<file path="config.mk">
export PLATFORM = sky130hd
export DESIGN_NAME = mem_wb_stage
export DESIGN_NICKNAME = d
export VERILOG_FILES = /design/src/rtl/mem_wb_pkg.sv /design/src/rtl/mem_wb_stage_load_align.sv /design/src/rtl/mem_wb_stage.sv
export SDC_FILE = /design/constraint.sdc
export NUM_CORES = 1
export LEC_CHECK = 0
export ABC_AREA = 1
export BUFFER_PORTS_ARGS = -buffer_cell sky130_fd_sc_hd__clkbuf_2
export CORE_ASPECT_RATIO = 0.75
export CORE_MARGIN = 4
export CORE_UTILIZATION = 45
export DETAILED_ROUTE_END_ITERATION = 8
export PLACE_DENSITY = 0.87
export SYNTH_ARGS = -nofsm -noshare
export SYNTH_HDL_FRONTEND = slang
export SYNTH_SLANG_ARGS = --single-unit
</file>
<file path="constraint.sdc">
create_clock -name clk -period 1.9 [get_ports clk]
set_input_delay 0.095 -clock clk [delete_from_list [all_inputs] [get_ports clk]]
set_output_delay 0.095 -clock clk [all_outputs]
set_load 0.005 [all_outputs]
</file>
<file path="src/rtl/mem_wb_pkg.sv">
// rtl/mem_wb_pkg.sv - shared types for the MEM/WB stage
package mem_wb_pkg;

    localparam int WIDTH = 32;

    // Writeback source select driven by decode
    typedef enum logic [2:0] {
        RF_ALU_OUT  = 3'd0,
        RF_BR_EN    = 3'd1,
        RF_U_IMM    = 3'd2,
        RF_LW       = 3'd3,
        RF_PC_PLUS4 = 3'd4
    } regfilemux_sel_t;

    // Load width/sign encodings (RV32I funct3)
    typedef enum logic [2:0] {
        LD_LB  = 3'b000,
        LD_LH  = 3'b001,
        LD_LW  = 3'b010,
        LD_LBU = 3'b100,
        LD_LHU = 3'b101
    } load_funct3_t;

    // Data-memory handshake state
    typedef enum logic {
        MW_IDLE = 1'b0,
        MW_BUSY = 1'b1
    } mem_wb_state_t;

endpackage

</file>
<file path="src/rtl/mem_wb_stage_load_align.sv">
// rtl/mem_wb_stage_load_align.sv - byte/half/word selection and extension of load data
module mem_wb_stage_load_align
    import mem_wb_pkg::*;
(
    input  logic [31:0] i_rdata,
    input  logic [1:0]  i_off,
    input  logic [2:0]  i_funct3,
    output logic [31:0] o_value
);

    logic [7:0]  w_byte;
    logic [15:0] w_half;

    // Halfword pick uses only off[1]; misaligned halves are not split across words
    assign w_byte = i_rdata[{i_off, 3'b000} +: 8];
    assign w_half = i_off[1] ? i_rdata[31:16] : i_rdata[15:0];

    // Extend the selected lane; unknown funct3 values fall back to the whole word
    always_comb begin
        o_value = i_rdata;
        case (i_funct3)
            LD_LB:   o_value = {{24{w_byte[7]}}, w_byte};
            LD_LH:   o_value = {{16{w_half[15]}}, w_half};
            LD_LBU:  o_value = {24'b0, w_byte};
            LD_LHU:  o_value = {16'b0, w_half};
            default: o_value = i_rdata;
        endcase
    end

endmodule

</file>
<file path="src/rtl/mem_wb_stage.sv">
// rtl/mem_wb_stage.sv - data-memory handshake and MEM/WB pipeline register
module mem_wb_stage
    import mem_wb_pkg::*;
#(
    parameter int width = WIDTH
) (
    input  logic             clk,
    input  logic             rst,
    input  logic             mem_valid_i,
    input  logic [width-1:0] mem_alu_out_i,
    input  logic [width-1:0] mem_addr_i,
    input  logic [width-1:0] mem_wdata_i,
    input  logic [3:0]       mem_byte_en_i,
    input  logic             mem_read_i,
    input  logic             mem_write_i,
    input  logic [2:0]       mem_funct3_i,
    input  logic [2:0]       mem_rfmux_sel_i,
    input  logic             mem_load_rf_i,
    input  logic [4:0]       mem_rd_i,
    input  logic             mem_br_en_i,
    input  logic [width-1:0] mem_u_imm_i,
    input  logic [width-1:0] mem_pc_plus4_i,
    output logic             dmem_read_o,
    output logic             dmem_write_o,
    output logic [width-1:0] dmem_addr_o,
    output logic [width-1:0] dmem_wdata_o,
    output logic [3:0]       dmem_byte_en_o,
    input  logic [width-1:0] dmem_rdata_i,
    input  logic             dmem_resp_i,
    output logic             stall_o,
    output logic             wb_valid_o,
    output logic             wb_load_rf_o,
    output logic [4:0]       wb_rd_o,
    output logic [width-1:0] wb_data_o
);

    mem_wb_state_t    r_state;
    mem_wb_state_t    w_state_next;
    logic             r_req_read;
    logic             r_req_write;
    logic [width-1:0] r_req_addr;
    logic [width-1:0] r_req_wdata;
    logic [3:0]       r_req_be;
    logic             r_wb_valid;
    logic             r_wb_load_rf;
    logic [4:0]       r_wb_rd;
    logic [width-1:0] r_wb_data;
    logic             w_mem_op;
    logic             w_stall;
    logic             w_wb_load;
    logic [width-1:0] w_load_val;
    logic [width-1:0] w_wb_data;

    assign w_mem_op = mem_valid_i & (mem_read_i | mem_write_i);

    // Offset comes from the captured request so it matches the access in flight
    mem_wb_stage_load_align u_load_align (
        .i_rdata  (dmem_rdata_i),
        .i_off    (r_req_addr[1:0]),
        .i_funct3 (mem_funct3_i),
        .o_value  (w_load_val)
    );

    // Next state, stall and WB-register load enable
    always_comb begin
        w_state_next = r_state;
        w_stall      = 1'b0;
        w_wb_load    = 1'b0;
        case (r_state)
            MW_IDLE: begin
                w_stall   = w_mem_op;
                w_wb_load = ~w_mem_op;
                if (w_mem_op) begin
                    w_state_next = MW_BUSY;
                end
            end
            MW_BUSY: begin
                w_stall   = ~dmem_resp_i;
                w_wb_load = dmem_resp_i;
                if (dmem_resp_i) begin
                    w_state_next = MW_IDLE;
                end
            end
            default: w_state_next = MW_IDLE;
        endcase
    end

    // Writeback value select; unlisted encodings behave as alu_out
    always_comb begin
        w_wb_data = mem_alu_out_i;
        case (mem_rfmux_sel_i)
            RF_ALU_OUT:  w_wb_data = mem_alu_out_i;
            RF_BR_EN:    w_wb_data = {{(width-1){1'b0}}, mem_br_en_i};
            RF_U_IMM:    w_wb_data = mem_u_imm_i;
            RF_LW:       w_wb_data = w_load_val;
            RF_PC_PLUS4: w_wb_data = mem_pc_plus4_i;
            default:     w_wb_data = mem_alu_out_i;
        endcase
    end

    // Handshake state register
    always_ff @(posedge clk) begin
        if (!rst) begin
            r_state <= MW_IDLE;
        end else begin
            r_state <= w_state_next;
        end
    end

    // Request registers: captured on entry to BUSY, strobes cleared after the response
    always_ff @(posedge clk) begin
        if (!rst) begin
            r_req_read  <= 1'b0;
            r_req_write <= 1'b0;
            r_req_addr  <= '0;
            r_req_wdata <= '0;
            r_req_be    <= 4'b0;
        end else if (r_state == MW_IDLE && w_mem_op) begin
            r_req_read  <= mem_read_i;
            r_req_write <= mem_write_i & ~mem_read_i;
            r_req_addr  <= mem_addr_i;
            r_req_wdata <= mem_wdata_i;
            r_req_be    <= mem_byte_en_i;
        end else if (r_state == MW_BUSY && dmem_resp_i) begin
            r_req_read  <= 1'b0;
            r_req_write <= 1'b0;
        end
    end

    // MEM/WB pipeline register; holds while a memory access is outstanding
    always_ff @(posedge clk) begin
        if (!rst) begin
            r_wb_valid   <= 1'b0;
            r_wb_load_rf <= 1'b0;
            r_wb_rd      <= 5'b0;
            r_wb_data    <= '0;
        end else if (w_wb_load) begin
            r_wb_valid   <= mem_valid_i;
            r_wb_load_rf <= mem_valid_i & mem_load_rf_i;
            r_wb_rd      <= mem_rd_i;
            r_wb_data    <= w_wb_data;
        end
    end

    assign dmem_read_o    = r_req_read;
    assign dmem_write_o   = r_req_write;
    assign dmem_addr_o    = {r_req_addr[width-1:2], 2'b00};
    assign dmem_wdata_o   = r_req_wdata;
    assign dmem_byte_en_o = r_req_be;
    assign stall_o        = w_stall;
    assign wb_valid_o     = r_wb_valid;
    assign wb_load_rf_o   = r_wb_load_rf;
    assign wb_rd_o        = r_wb_rd;
    assign wb_data_o      = r_wb_data;

endmodule

</file>
==> metrics <==
outcome finished, final reports clean; CTS tree yes; share of layout cells above drive strength 1 0.304; Placed Instances 1342; critical-path cell list dlygate4sd3_1 > clkbuf_2 > inv_1 > nor2_2 > o21ai_4 > buf_4 > inv_2 > buf_12 > nor2_1 > nor2_1; CP max stage delay 0.53 ns; first-pass GRT wire length 29.7 mm; Post-Layout Cell Count 1378; Vias 6690; post-synthesis average cell area roughly 6.3 um^2; Worst Reg-to-Reg Cells 7; post-DP HPWL around 15 mm; CTS Root Cell clkbuf_16; fin crit share 0.917; crit path max-delay cell type dlygate4sd3_1; Gate Count Post-Synth 919; Ports 325; DRC violations left 0; Peak VDD IR 539 uV; WL/cell roughly 14 um; final-report max-slew violation count 0; core box area 0.0124 mm^2; Layout area overhead 35.7%; Via-to-Cell Ratio 4.85; Max Cap Viol 0; Post-Syn Area around 0.0057 mm^2; final WL 19.5 mm; Slew headroom 0.607; Detail Route Antenna Nets 0; Setup crit start kind input pin; Period minus WS final 1.74 ns; Final Hold Vio Count 0; final setup skew 0.0137 ns; Initial Util 0.464; Row Count 35; die width between 100 and 150 um; first drt pass iteration count 7; Seq/Total Area, Yosys 0.383; clk_lat worst skew 0.34 ns; Synth Register Bits 110; crit path DAT 2.01 ns; setup repair bufs after CTS 0; Reg area approximately 0.0022 mm^2; Num CTS Buffers 9; area share of the largest cell type after synthesis 0.383; largest area contributor in the netlist dfxtp_1; Max FO, Critical Path 66; RSZ-0062 raised after global routing false; vias in the first global route 5981; P_leak 4.32 nW; Least-Margin Pin Slew 0.589 ns; initial antenna violation count 0; initial drt markers 557; die area 0.0147 mm^2; Min-Delay Path Class input pin to flip-flop; Hold Path Stages 3; grt ovf 0; largest net degree at the start of global routing 67; PortBufs ~320; yosys warns 0; fillcell total 1153; H-tree levels 3; die height 106 um; nets 1422; Multi-input gate area 0.00277 mm^2; setup violators final 0; PwrDens 767 mW/mm^2; total negative slack 0 ns; Min Hold Slack 0.0108 ns; WS Path Type input pin to flip-flop; Crit path top cell by count nor2_1; fmax approximately 0.57 GHz; CTS Sinks 110; ANT cells 0; Routability Congestion 0.968; CTS clk-pin slew, worst paths approximately 0.080 ns; Yosys cell types 26; Synth area leaders dfxtp_1, nor2_1, nand2_1; Overall Global Routing Usage 0.248; CP Capture Type flip-flop; Crit path required time between 2 and 2.5 ns; Max Buffers Root-to-Sink 2
[layout by cell type, fill, tap and decap left out, drive strengths merged, types with 12 or more instances in the layout]
cell type / n
o21ai: 101
nand2: 208
inv: 81
dfxtp: 110
buf: 19
a21oi: 39
clkbuf: 331
nand3: 12
dlygate4sd3: 20
nor2: 254
o22ai: 16
[state kept, by name (all words and copies together) (netlist names)]
register,flops
r_req_addr,32
wb_data_o,32
wb_valid_o,1
dmem_wdata_o,32
r_state,1
dmem_write_o,1
wb_rd_o,5
wb_load_rf_o,1
dmem_byte_en_o,4
dmem_read_o,1
[final timing paths]
path / start / endpoint / slack [ns]
setup / recovery: mem_valid_i / dmem_wdata_o[11]$_SDFFE_PN0P_ / 0.16
hold / removal: mem_wdata_i[27] / dmem_wdata_o[27]$_SDFFE_PN0P_ / 0.01
setup reg to reg: r_state$_SDFF_PN0_ / dmem_wdata_o[11]$_SDFFE_PN0P_ / 0.28
hold reg to reg: wb_data_o[24]$_SDFFE_PN0P_ / wb_data_o[24]$_SDFFE_PN0P_ / 0.45
[final cells by class]
cell class | instances | area share
well taps | 166 | 0.0266
inverters | 79 | 0.0380
repair buffers | 361 | 0.255
clock buffers | 9 | 0.0289
multi-input cells | 646 | 0.356
clock inverters | 7 | 0.0132
flip-flops and latches | 110 | 0.282
[critical path: cells and delay by family]
family | cells | cell delay, ns
compound gates | 1 | 0.13
simple gates | 3 | 0.37
buf+inv | 6 | 1.37
[power breakdown]
part           total, W  internal (W)  switching [W]  leakage [nW]
sequential      0.00263       0.00251       0.000112         0.910
combinational   0.00134      0.000593       0.000748          3.25
clock           0.00201       0.00107       0.000943         0.159
[cells by family after synthesis]
family,synth area share
buffers and inverters,0.138
DFF,0.383
other,0.000652
AOI/OAI and AO/OA,0.157
and+or+nand+nor,0.322
[routing by layer]
metal  up-vias  track usage  routed length (um)
li1       3406            -                   -
met1      2922        0.339                8230
met2       334        0.404                9050
met3        28       0.0522                1790
met4         0       0.0592                 377
met5         -            0                   0
[Yosys cell counts (all sizes together)]
cell type	n
buf	59
inv	79
nand3b	1
clkbuf	26
o21ai	101
a21oi	39
nand4	1
o211ai	7
dfxtp	110
nand3	12
conb	1
nand2	208
nor2	254
o22ai	16
a22o	5
[per-stage QoR]
stage           util  total power (W)  cell area (um^2)  setup WS, ns
2_1_floorplan      -          0.00342              5750         0.547
3_3_place_gp   0.586          0.00394              7270         0.322
3_5_place_dp   0.586          0.00397              7270         0.219
4_1_cts        0.629          0.00602              7800        0.0957
5_1_grt        0.629          0.00630              7800        0.0129
6_report       0.629          0.00598              7800         0.158
[repair_timing]
action / CTS / global route
hold buffers: 20 / 0
endpoints found under the hold margin: 19 / 0
setup endpoints to repair: 0 / 66
resized for setup: 0 / 1
No activity file was read; power rests on OpenSTA's default activity.
